**config.mk**
```make
export PLATFORM = sky130hd
export DESIGN_NAME = temp_sample_controller
export DESIGN_NICKNAME = d
export VERILOG_FILES = /design/src/rtl/smart_home_pkg.sv /design/src/rtl/sample_period_timer.sv /design/src/rtl/temp_sample_controller.sv
export SDC_FILE = /design/constraint.sdc
export NUM_CORES = 1
export LEC_CHECK = 0
export ABC_CLOCK_PERIOD_IN_PS = 2750
export BUFFER_PORTS_ARGS = -buffer_cell sky130_fd_sc_hd__buf_2
export CAP_MARGIN = 40
export CORE_ASPECT_RATIO = 1.75
export CORE_MARGIN = 4
export CORE_UTILIZATION = 40
export CTS_CLUSTER_DIAMETER = 200
export CTS_CLUSTER_SIZE = 30
export DETAILED_ROUTE_END_ITERATION = 8
export SLEW_MARGIN = 10
export SYNTH_ARGS = -nofsm -noshare
export SYNTH_HDL_FRONTEND = slang
export SYNTH_SLANG_ARGS = --single-unit
```
**constraint.sdc**
```tcl
create_clock -name clk -period 2.75 [get_ports clk]
set_clock_uncertainty 0.2 [all_clocks]
set_input_delay 0.275 -clock clk [delete_from_list [all_inputs] [get_ports clk]]
set_output_delay 0.275 -clock clk [all_outputs]
set_load 0.03 [all_outputs]
```
**src/rtl/smart_home_pkg.sv**
```systemverilog
// Shared widths, FSM encodings and the hysteresis decision for the temperature path.
package smart_home_pkg;

   localparam int ADC_W  = 16;
   localparam int TEMP_W = 32;

   typedef enum logic [2:0] {
      ST_IDLE      = 3'd0,
      ST_WAIT_TICK = 3'd1,
      ST_REQ       = 3'd2,
      ST_SETTLE    = 3'd3,
      ST_UPDATE    = 3'd4
   } state_e;

   // Returns {heater, cooler} for a new average. Math is done two bits wider so
   // set_point +/- hyst can never wrap. Inside the band an output only turns off
   // once the average has crossed the set point; otherwise it holds.
   function automatic logic [1:0] hyst_next(input logic signed [TEMP_W-1:0] avg,
                                            input logic signed [TEMP_W-1:0] sp,
                                            input int                       hyst,
                                            input logic                     heater,
                                            input logic                     cooler);
      logic signed [TEMP_W+1:0] a;
      logic signed [TEMP_W+1:0] s;
      logic signed [TEMP_W+1:0] lo;
      logic signed [TEMP_W+1:0] hi;
      logic                     h;
      logic                     c;
      a  = {{2{avg[TEMP_W-1]}}, avg};
      s  = {{2{sp[TEMP_W-1]}}, sp};
      lo = s - (TEMP_W+2)'(hyst);
      hi = s + (TEMP_W+2)'(hyst);
      if (a < lo) begin
         h = 1'b1;
         c = 1'b0;
      end else if (a > hi) begin
         h = 1'b0;
         c = 1'b1;
      end else begin
         if (a >= s) begin
            h = 1'b0;
         end else begin
            h = heater;
         end
         if (a <= s) begin
            c = 1'b0;
         end else begin
            c = cooler;
         end
      end
      return {h, c};
   endfunction

endpackage

```
**src/rtl/sample_period_timer.sv**
```systemverilog
// Free-running sample period counter; emits a registered one-cycle tick on wrap.
// Held at zero while enable is low so a fresh enable starts a full period.
module sample_period_timer #(
   parameter int SAMPLE_PERIOD = 1000
) (
   input  logic clk,
   input  logic rst_n,
   input  logic enable_i,
   output logic tick_o
);

   localparam int CNT_W = (SAMPLE_PERIOD > 2) ? $clog2(SAMPLE_PERIOD) : 1;

   logic [CNT_W-1:0] cnt_q;
   logic [CNT_W-1:0] cnt_d;
   logic             tick_q;
   logic             tick_d;

   // Next-state for the period counter and its wrap tick.
   always_comb begin
      cnt_d  = cnt_q;
      tick_d = 1'b0;
      if (!enable_i) begin
         cnt_d  = {CNT_W{1'b0}};
         tick_d = 1'b0;
      end else if (cnt_q == CNT_W'(SAMPLE_PERIOD - 1)) begin
         cnt_d  = {CNT_W{1'b0}};
         tick_d = 1'b1;
      end else begin
         cnt_d  = cnt_q + CNT_W'(1);
         tick_d = 1'b0;
      end
   end

   // Counter and tick registers.
   always_ff @(posedge clk or negedge rst_n) begin
      if (!rst_n) begin
         cnt_q  <= {CNT_W{1'b0}};
         tick_q <= 1'b0;
      end else begin
         cnt_q  <= cnt_d;
         tick_q <= tick_d;
      end
   end

   assign tick_o = tick_q;

endmodule

```
**src/rtl/temp_sample_controller.sv**
```systemverilog
// Temperature path sequencer: periodic ADC request/ack, hands the sample to the
// external TemperatureCalculator, averages 2^AVG_SHIFT results and drives the
// heater/cooler enables with hysteresis around the set point.
module temp_sample_controller
   import smart_home_pkg::*;
#(
   parameter int SAMPLE_PERIOD = 1000,
   parameter int ADC_TIMEOUT   = 64,
   parameter int AVG_SHIFT     = 2,
   parameter int HYST          = 2
) (
   input  logic              clk,
   input  logic              rst_n,
   input  logic              enable_i,
   input  logic [TEMP_W-1:0] set_point_i,
   output logic              adc_req_o,
   input  logic              adc_ack_i,
   input  logic [ADC_W-1:0]  adc_data_in_i,
   output logic [ADC_W-1:0]  calc_adc_o,
   input  logic [TEMP_W-1:0] calc_tempc_i,
   output logic [TEMP_W-1:0] temp_out_o,
   output logic              temp_valid_o,
   output logic              heater_on_o,
   output logic              cooler_on_o,
   output logic              adc_timeout_o
);

   localparam int ACC_W   = TEMP_W + AVG_SHIFT;
   localparam int CNT_W   = AVG_SHIFT + 1;
   localparam int WAIT_W  = $clog2(ADC_TIMEOUT + 1);
   localparam int SAMPLES = 1 << AVG_SHIFT;

   state_e                   state_q,   state_d;
   logic                     pend_q,    pend_d;
   logic [WAIT_W-1:0]        wait_q,    wait_d;
   logic signed [ACC_W-1:0]  acc_q,     acc_d;
   logic [CNT_W-1:0]         cnt_q,     cnt_d;
   logic                     req_q,     req_d;
   logic [ADC_W-1:0]         cadc_q,    cadc_d;
   logic [TEMP_W-1:0]        tout_q,    tout_d;
   logic                     tvalid_q,  tvalid_d;
   logic                     heater_q,  heater_d;
   logic                     cooler_q,  cooler_d;
   logic                     tmo_q,     tmo_d;

   logic                     tick_s;
   logic                     take_s;
   logic signed [ACC_W-1:0]  acc_shift_s;
   logic signed [TEMP_W-1:0] avg_s;
   logic signed [ACC_W-1:0]  tempc_ext_s;
   logic [1:0]               hyst_s;

   sample_period_timer #(
      .SAMPLE_PERIOD (SAMPLE_PERIOD)
   ) u_timer (
      .clk      (clk),
      .rst_n    (rst_n),
      .enable_i (enable_i),
      .tick_o   (tick_s)
   );

   // Average (floor via arithmetic shift), sign-extended sample and hysteresis decision.
   always_comb begin
      acc_shift_s = acc_q >>> AVG_SHIFT;
      avg_s       = acc_shift_s[TEMP_W-1:0];
      tempc_ext_s = {{AVG_SHIFT{calc_tempc_i[TEMP_W-1]}}, calc_tempc_i};
      hyst_s      = hyst_next(avg_s, $signed(set_point_i), HYST, heater_q, cooler_q);
   end

   // FSM next-state and registered-output next values.
   always_comb begin
      state_d  = state_q;
      pend_d   = pend_q;
      wait_d   = wait_q;
      acc_d    = acc_q;
      cnt_d    = cnt_q;
      req_d    = req_q;
      cadc_d   = cadc_q;
      tout_d   = tout_q;
      tvalid_d = 1'b0;
      heater_d = heater_q;
      cooler_d = cooler_q;
      tmo_d    = tmo_q;
      take_s   = 1'b0;
      if (!enable_i) begin
         // Abort from any state; temp_out and calc_adc keep their last values.
         state_d  = ST_IDLE;
         pend_d   = 1'b0;
         wait_d   = {WAIT_W{1'b0}};
         acc_d    = {ACC_W{1'b0}};
         cnt_d    = {CNT_W{1'b0}};
         req_d    = 1'b0;
         heater_d = 1'b0;
         cooler_d = 1'b0;
         tmo_d    = 1'b0;
      end else begin
         case (state_q)
            ST_IDLE: begin
               state_d = ST_WAIT_TICK;
            end
            ST_WAIT_TICK: begin
               if (pend_q) begin
                  take_s  = 1'b1;
                  req_d   = 1'b1;
                  wait_d  = {WAIT_W{1'b0}};
                  state_d = ST_REQ;
               end else begin
                  state_d = ST_WAIT_TICK;
               end
            end
            ST_REQ: begin
               if (adc_ack_i) begin
                  cadc_d  = adc_data_in_i;
                  req_d   = 1'b0;
                  state_d = ST_SETTLE;
               end else if (wait_q == WAIT_W'(ADC_TIMEOUT - 1)) begin
                  // Give up on this sample and restart the average from scratch.
                  req_d   = 1'b0;
                  tmo_d   = 1'b1;
                  acc_d   = {ACC_W{1'b0}};
                  cnt_d   = {CNT_W{1'b0}};
                  state_d = ST_WAIT_TICK;
               end else begin
                  wait_d  = wait_q + WAIT_W'(1);
               end
            end
            ST_SETTLE: begin
               acc_d = acc_q + tempc_ext_s;
               cnt_d = cnt_q + CNT_W'(1);
               if (cnt_q == CNT_W'(SAMPLES - 1)) begin
                  state_d = ST_UPDATE;
               end else begin
                  state_d = ST_WAIT_TICK;
               end
            end
            ST_UPDATE: begin
               tout_d   = avg_s;
               tvalid_d = 1'b1;
               heater_d = hyst_s[1];
               cooler_d = hyst_s[0];
               acc_d    = {ACC_W{1'b0}};
               cnt_d    = {CNT_W{1'b0}};
               state_d  = ST_WAIT_TICK;
            end
            default: begin
               state_d = ST_IDLE;
            end
         endcase
         // One-deep tick buffer: a tick landing while one is pending is lost.
         if (tick_s) begin
            pend_d = 1'b1;
         end else if (take_s) begin
            pend_d = 1'b0;
         end else begin
            pend_d = pend_q;
         end
      end
   end

   // State and output registers.
   always_ff @(posedge clk or negedge rst_n) begin
      if (!rst_n) begin
         state_q  <= ST_IDLE;
         pend_q   <= 1'b0;
         wait_q   <= {WAIT_W{1'b0}};
         acc_q    <= {ACC_W{1'b0}};
         cnt_q    <= {CNT_W{1'b0}};
         req_q    <= 1'b0;
         cadc_q   <= {ADC_W{1'b0}};
         tout_q   <= {TEMP_W{1'b0}};
         tvalid_q <= 1'b0;
         heater_q <= 1'b0;
         cooler_q <= 1'b0;
         tmo_q    <= 1'b0;
      end else begin
         state_q  <= state_d;
         pend_q   <= pend_d;
         wait_q   <= wait_d;
         acc_q    <= acc_d;
         cnt_q    <= cnt_d;
         req_q    <= req_d;
         cadc_q   <= cadc_d;
         tout_q   <= tout_d;
         tvalid_q <= tvalid_d;
         heater_q <= heater_d;
         cooler_q <= cooler_d;
         tmo_q    <= tmo_d;
      end
   end

   assign adc_req_o     = req_q;
   assign calc_adc_o    = cadc_q;
   assign temp_out_o    = tout_q;
   assign temp_valid_o  = tvalid_q;
   assign heater_on_o   = heater_q;
   assign cooler_on_o   = cooler_q;
   assign adc_timeout_o = tmo_q;

endmodule

```
# ---- Word level (Yosys, flattened, before mapping)
# Cells that the tools add are included.
dict set report word_totals {
  output_inout_bits 53
  elab_cells 105
  in_bits 84
  ff_bits 112
}
dict set report op_classes {
  add_sub_neg 6
  magnitude_cmp 4
  reduce_logical 10
  n_eq_ne 21
  n_mux 50
}
# op count
set op_table {}
lappend op_table {{2-to-1 mux 34 bit} 3}
lappend op_table {{case mux 34 bit (3 select lines)} 1}
lappend op_table {{adder 34 x 32 -> 34 bit} 1}
lappend op_table {{adder 32 x 3 -> 33 bit, second input constant} 1}
lappend op_table {{greater-than comparator 32 x 33 -> 1 bit} 1}
lappend op_table {{less-than comparator 32 x 33 -> 1 bit} 1}
lappend op_table {{subtractor 32 x 3 -> 33 bit, second input constant} 1}
lappend op_table {{>= comparator 32 bit} 1}
lappend op_table {{less-or-equal comparator 32 bit} 1}
lappend op_table {{2-to-1 mux 1 bit} 28}
lappend op_table {{2-to-1 mux 7 bit} 4}
lappend op_table {{2-to-1 mux 3 bit} 7}
lappend op_table {{2-to-1 mux 10 bit} 2}
lappend op_table {{case mux 7 bit (2 select lines)} 1}
lappend op_table {{!= test 3 bit, second input constant} 4}
lappend op_table {{!= test 4 x 1 -> 1 bit, second input constant} 3}
lappend op_table {{case mux 3 bit (4 select lines)} 1}
lappend op_table {{AND reduction 3 bit} 4}
lappend op_table {{adder 10 x 1 -> 10 bit, second input constant} 1}
lappend op_table {{== test 10 bit, second input constant} 1}
lappend op_table {{== test 3 x 2 -> 1 bit, second input constant} 3}
lappend op_table {{case mux 3 bit (3 select lines)} 1}
lappend op_table {{adder 7 x 1 -> 7 bit, second input constant} 1}
lappend op_table {{== test 7 x 6 -> 1 bit, second input constant} 1}
lappend op_table {{13 further kinds} 18}

# ---- Logic depth before layout (Yosys ltp)
# Gate-level depths: netlist of run 1.
dict set report depth {
  word_depth 6
  depth_mapped 21
  ltp_nobuf 19
}

# ---- Cells and area by module
# Synthesis of run 1 repeated with hierarchy kept, for this count alone.
dict set report unflattened {
  hier_cells 1014
  area_unflattened_um2 9359.0
}
# mod instances area_per_inst_um2 cells_per_inst seq_area_each_um2
set by_module_without_submodules {}
lappend by_module_without_submodules {temp_sample_controller 1 8834.7 960 2527.4}
lappend by_module_without_submodules {sample_period_timer 1 524.3 54 275.3}

# ---- Worst setup path before layout of run 1
# Ideal clock, no wire load.
dict set report synth_timing {
  path_type {input port to flip-flop}
  startpoint {input set_point_i[3]}
  endpoint {register heater_q (netlist: heater_on_o)}
  cell_stages 21
  required_time_ns 2.471
  setup_time_ns 0.079
  path_buffers 2
  slack_ns -1.405
  t_arrival_ns 3.876
  path_cell_list {buf_6 -> nor3_4 -> nand2_2 -> nor4_4 -> nand2_2 -> nor2_4 -> nand2_2 -> or4_4 -> buf_6 -> nor3_2 -> xnor2_1 -> ha_1 -> a21o_1 -> a21o_1 -> a21oi_1 -> o21a_1 -> a2bb2oi_1 -> o211ai_1 -> mux2_1 -> mux2_2 -> a21oi_1}
}
dict set report synth_via {
  elab_chain_cells 6
  elab_cells_between_ends 11
  cone_classes {2 x add/sub; 3 x order compare; 1 x eq/ne; 4 x mux; 1 x reduce/logical}
}
# item line
set synth_rtl {}
lappend synth_rtl {{start, declared} temp_sample_controller.sv:15} ;# input logic [TEMP_W-1:0] set_point_i,
lappend synth_rtl {{adder 32 x 3 -> 33 bit} smart_home_pkg.sv:32} ;# hi = s + (TEMP_W+2)'(hyst);
lappend synth_rtl {{greater-than comparator 32 x 33 -> 1 bit} smart_home_pkg.sv:36} ;# end else if (a > hi) begin
lappend synth_rtl {{2-to-1 mux 1 bit} smart_home_pkg.sv:36}
lappend synth_rtl {{2-to-1 mux 1 bit} smart_home_pkg.sv:33} ;# if (a < lo) begin
lappend synth_rtl {{2-to-1 mux 1 bit} temp_sample_controller.sv:97} ;# case (state_q)
lappend synth_rtl {{2-to-1 mux 1 bit} temp_sample_controller.sv:85} ;# if (!enable_i) begin
lappend synth_rtl {{end signal, assigned} temp_sample_controller.sv:185} ;# heater_q <= heater_d;
lappend synth_rtl {{end, declared} temp_sample_controller.sv:42} ;# logic heater_q, heater_d;
# Parallel ways exist; a longest one is shown, timed or not. The select of a mux whose other input is x is not followed.
# A chain may end at the register's enable or synchronous reset.

# ---- Worst setup path in the final report of run 1
dict set report layout_timing {
  startpoint {input set_point_i[5]}
  endpoint {register heater_q (netlist: heater_on_o)}
}
# Same word-level chain as after synthesis.

==> results of run 1 <==
[through the flow]
step                      worst slack [ps]  hold slack (ps)  TNS, ps
after global routing                 -1310             44.4    -4650
after global placement               -1570              202    -5310
after floorplan                      -1360             -221    -2570
final                                -1170             41.4    -2980
after detailed placement             -1670              209    -5340
after CTS                            -1220             26.3    -3070
[repair_timing]
item,in CTS,in global routing
setup endpoints to repair,19,20
pin swaps,35,45
setup buffers,4,14
hold endpoints to repair,128,0
gates resized for setup,41,55
cloned,0,0
hold buffers,17,0
[routing by layer]
metal | wire length [µm] | vias up | GRT usage (%)
met3 | 1080 | 81 | 3.61
met2 | 16000 | 206 | 41.9
met5 | 13 | - | 0
met1 | 10700 | 4332 | 22.2
li1 | - | 4521 | -
met4 | 2010 | 2 | 13.6
[registers in the layout, indices dropped and copies added (netlist names)]
| register | flops |
|---|---|
| state_q | 3 |
| u_timer.tick_o | 1 |
| cooler_on_o | 1 |
| calc_adc_o | 16 |
| adc_req_o | 1 |
| heater_on_o | 1 |
| cnt_q | 3 |
| wait_q | 7 |
| acc_q | 34 |
| temp_out_o | 32 |
| adc_timeout_o | 1 |
| temp_valid_o | 1 |
| u_timer.cnt_q | 10 |
| pend_q | 1 |
[report_power, final]
part	leakage [nW]	switching [W]	internal (W)
clock network	0.143	0.000673	0.000645
logic	5.21	0.000391	0.000328
registers	1.54	0.0000126	0.00167
[cell usage in the layout (no fill, tap or decap), drive strengths merged, types with 8 or more instances in the layout]
master       count
nor3            28
mux2            50
nand2           92
o21bai          10
a31oi            8
nor2b            8
dfrtp          112
nand2b           9
and3            15
ha             134
dlygate4sd3     17
a21oi           62
nor4            10
inv             49
buf            370
nand4           35
nand3           31
a21o            55
clkbuf           9
xor2            18
o21ai           64
nor2            62
xnor2           76
[worst paths after layout]
kind,start,to,cells after the start
worst min register to register,u_timer.cnt_q[0],u_timer.cnt_q[0],1
worst max register to register,acc_q[3],heater_on_o,10
max in group asynchronous,rst_n,acc_q[5],3
min in group asynchronous,rst_n,calc_adc_o[10],3
worst min-delay path,enable_i,u_timer.cnt_q[4],3
worst max-delay path,set_point_i[5],heater_on_o,20
[critical path: stages]
cell       delay [ps]
buf_2             120
nor3_4            190
nand2_2           130
nor4_4            180
nand2_2           110
nor2_4            110
nand2_2            60
or4_4             580
buf_6             160
xnor2_1           120
ha_1              310
a21o_1            180
a21o_1            170
a21oi_1           150
o21a_1            140
a2bb2oi_2         150
o211ai_1          130
mux2_4            340
mux2_4            280
a21oi_2           110
[cell families (layout without fill, tap and decap cells)]
kind of cell               after synthesis  in the layout
buffers and inverters                   75            449
and+or+nand+nor                        319            319
xor gates and xnor gates                94             94
muxes                                   53             53
AOI/OAI and AO/OA                      248            248
adders and majority gates              135            135
DFF                                    112            112
[layout make-up]
class,count,area [µm²],area share [%]
Multi-Input combinational cell,849,6820,51.6
Sequential cell,112,2810,21.3
Timing Repair Buffer,387,2730,20.7
Tap cell,304,380,2.88
Clock buffer,9,225,1.71
Inverter,46,173,1.31
Clock inverter,7,72.6,0.549
==> impl_metrics.tcl, run 1 <==
set metrics [dict create \
    drv_cap 0 \
    clk_pin_slew_ps 80 \
    grt_pass1_vias 9412 \
    synth_fp_nets 1255 \
    ys_types 76 \
    drc 0 \
    worst_ep_required_time_ps 2850 \
    yosysMostFrequentCell "ha_1" \
    cp_max_fo 5 \
    synth_seq_cells 112 \
    synth-compound-area-share_pct 16.5 \
    max_freq_mhz 255 \
    place_inst 1666 \
    cts.sinks 112 \
    numCtsBuffers 9 \
    yosysSeqAreaShare_pct 29.5 \
    drive_gt1_share_pct 37.4 \
    finalHoldViolations 0 \
    utilization_pct 56.4 \
    stdcell_count 1714 \
    synth_top_area_share_pct 29.5 \
    portBuffers 136 \
    violations "setup timing" \
    synth_xor_area_share_pct 8.66 \
    finalSetupViolCount 9 \
    drv_slew 0 \
    reg2reg_slack_ps -230 \
    power.density_nw_per_um2 281 \
    synth-simple-area-share_pct 18.1 \
    synth_mux_area_share_pct 6.24 \
    start_util_pct 40.6 \
    finalCritPeriodShare_pct 143 \
    synthAdderAreaFrac_pct 17.8 \
    die_w_um 125 \
    async_reset_ff_share_pct 100 \
    grt_usage_pct 22.0 \
    nNetsFinal 1624 \
    rsz0062_at_grt "true" \
    synthCells 1036 \
    grt_max_degree 113 \
    hp-class "in2reg" \
    row_count 74 \
    routed_via_density 5.33 \
    crit_path_start_kind "input pin" \
    peakVddDrop_v 0.000410 \
    grt_pass1_wl_um 46700 \
    finalCriticalPeriod_ps 3920 \
    gp_congestion 0.936 \
    fin_ws_ps -1170 \
    cts_tree "done" \
    final.fill_count 2157 \
    boundaryPins 137 \
    core_area_um2 23400 \
    final_area_um2 13200 \
    drt-pass1-iter-count 7 \
    outcome "complete, but fails checks" \
    p_leak_nw 6.89 \
    cp-end-kind "flip-flop" \
    synth_common_cells "ha_1, dfrtp_1, nand2_1" \
    synth_top_family_by_area "simple AND/OR/NAND/NOR gates" \
    via_count 9142 \
    die_area_um2 26400 \
    grt_antenna_before_repair 1 \
    diodes 0 \
    worst_pin_slew_ps 647 \
    wl_per_cell_um 17.4 \
    synth_ff_type "dfrtp_1" \
    cts.path.max_buffers 2 \
    synth.largest_area_cell "dfrtp_1" \
    synth_area_um2 9510 \
    synth_edf_count 0 \
    clk_latency_ps 360 \
    cts_max_level 3 \
    fp.dieH_um 212 \
    cp.arrival_ps 4020 \
    place_area_um2 12200 \
    area_delta_synth_final_pct 38.9 \
    avgSynthCellArea_um2 9.18 \
    place_hpwl_um 24200 \
    relSlewSlack_pct 56.8 \
    crit_type "in2reg" \
    cts_root_buf "clkbuf_16" \
    power_w 0.00372 \
    dr.first_iter.drc_count 367 \
    wirelength_um 29800 \
    ant_nets 0 \
    grt.overflow.total 0 \
    synth_warnings 0 \
    synth_area_leaders "dfrtp_1, ha_1, xnor2_1, mux2_2, a21o_1" \
]
(Power assumes the default switching activity.)
==> run 2: changes to the inputs <==
- CORE_MARGIN: 4 -> 2
==> impl_metrics.tcl, run 2 (synthesis results as in run 1) <==
set metrics [dict create \
    ant_nets 0 \
    p_seq_share_pct 44.8 \
    drive_gt1_share_pct 38.0 \
    area_delta_synth_final_pct 40.5 \
    grt_pass1_vias 9473 \
    p_sw_share_pct 29.2 \
    finalHoldViolations 0 \
    cp.arrival_ps 4060 \
    portBuffers 136 \
    final_common_cell "buf_4" \
    layout_common_cells "buf_4, buf_2, ha_1" \
    boundaryPins 137 \
    via_count 9262 \
    power.density_nw_per_um2 281 \
    crit_chain "buf_2 -> nor3_4 -> nand2_2 -> nor4_4 -> nand2_2 -> nor2_4 -> nand2_2 -> or4_4 -> buf_6 -> nor3_4 -> xnor2_1 -> ha_1 -> nand4_1 -> nor3_2 -> nor3b_2 -> nand3_1 -> o211ai_1 -> mux2_4 -> mux2_2 -> a21oi_2" \
    place_inst 1673 \
    drt-pass1-iter-count 5 \
    grt.overflow.total 0 \
    final_area_um2 13400 \
    worst_pin_slew_ps 567 \
    row_count 74 \
    finalCritPeriodShare_pct 144 \
    cts.sinks 112 \
    diodes 0 \
    grt_pass1_wl_um 47000 \
    routed_via_density 5.35 \
    crit_path_start_kind "input pin" \
    crit_type "in2reg" \
    cp_max_fo 5 \
    peakVddDrop_v 0.000332 \
    hp-class "in2reg" \
    path_delay_family "simple AND/OR/NAND/NOR gates" \
    slowest_stage "or4_4" \
    pwr-share-comb_pct 19.3 \
    multiInputGateArea_um2 6820 \
    clk_pin_slew_ps 90 \
    place_hpwl_um 24400 \
    clock_power_share_pct 35.9 \
    drv_slew 0 \
    p_int_w 0.00266 \
    numCtsBuffers 9 \
    layout.area.seq_um2 2810 \
    wirelength_um 30000 \
    cts_max_level 3 \
    grt_max_degree 35 \
    start_util_pct 40.8 \
    cts_tree "done" \
    nNetsFinal 1640 \
    path_buf_inv 2 \
    fin_ws_ps -1210 \
    slowest_delay_ps 570 \
    gp_congestion 0.933 \
    wl_per_cell_um 17.4 \
    cp_common_cell "nand2_2" \
    dr.first_iter.drc_count 422 \
    relSlewSlack_pct 62.2 \
    outcome "complete, but fails checks" \
    finalCriticalPeriod_ps 3960 \
    largest_register "acc_q" \
    cts_root_buf "clkbuf_16" \
    cts.path.max_buffers 2 \
    fp.dieH_um 208 \
    stdcell_count 1730 \
    die_w_um 121 \
    drc 0 \
    finalSetupViolCount 11 \
    final.fill_count 2173 \
    drv_cap 0 \
    p_switching_w 0.00109 \
    max_freq_mhz 252 \
    grt_usage_pct 23.8 \
    worst_ep_required_time_ps 2850 \
    grt_antenna_before_repair 0 \
    die_area_um2 25100 \
    clk_latency_ps 360 \
    place_area_um2 12200 \
    cp-end-kind "flip-flop" \
    violations "setup timing" \
    core_area_um2 23300 \
    largest_register_ffs 34 \
    rsz0062_at_grt "true" \
    p_leak_nw 6.97 \
]
## run 2: final cells by class
| type | instances | share of cell area [%] |
|---|---|---|
| flip-flops and latches | 112 | 21.0 |
| inverters | 46 | 1.29 |
| clock buffers | 9 | 1.69 |
| multi-input cells | 849 | 51.0 |
| clock inverters | 7 | 0.646 |
| well taps | 304 | 2.85 |
| repair buffers | 403 | 21.5 |
## run 2: metrics by stage
stage	TNS [ps]	hold WS, ps	worst slack, ps	util [%]	power, W
after floorplan	-2570	-221	-1360	-	0.00203
after global placement	-5140	52.8	-1590	52.4	0.00238
after detailed placement	-5670	57.2	-1760	52.4	0.00239
after CTS	-2670	29.9	-1200	55.5	0.00376
after global routing	-4980	51.6	-1430	57.3	0.00392
final	-3200	27.6	-1210	57.3	0.00375
## run 2: path summary, 6_finish.rpt
kind / slack [ps] / end / start / depth (start not counted)
max: -1210 / heater_on_o / set_point_i[5] / 20
min: 30 / state_q[0] / adc_ack_i / 3
max reg2reg: -310 / heater_on_o / acc_q[3] / 10
min reg2reg: 270 / u_timer.cnt_q[0] / u_timer.cnt_q[0] / 1
max in group asynchronous: 1460 / acc_q[16] / rst_n / 3
min in group asynchronous: 200 / calc_adc_o[8] / rst_n / 2
## run 2: power by group through the flow
stage          combinational, W  sequential [W]  clock, W
2_1_floorplan          0.000282         0.00175         0
5_1_grt                0.000793         0.00168   0.00145
3_5_place_dp           0.000675         0.00171         0
3_3_place_gp           0.000666         0.00171         0
6_report               0.000722         0.00168   0.00135
4_1_cts                0.000707         0.00168   0.00137
## run 2: per-layer routing
layer | share of wire (%) | routed length (µm) | GRT usage [%]
met1 | 37 | 11100 | 24.8
met2 | 54 | 16200 | 44.9
met3 | 3.1 | 920 | 2.74
met4 | 5.9 | 1780 | 13.4
met5 | 0 | 0 | 0
## run 2: what timing repair did
item | in CTS | in global routing
pin swaps | 21 | 37
hold buffers | 17 | 0
endpoints found under the setup margin | 19 | 21
endpoints found under the hold margin | 46 | 0
buffers inserted | 7 | 18
gates resized for setup | 41 | 58
## run 2: worst register-to-register path, delay by kind of cell (launching register included)
family                   cells  cell delay (ps)
multiplexers                 2              610
AO/OA/AOI/OAI                7             1420
flip-flops                   1              460
adder cells (fa/ha/maj)      1              310
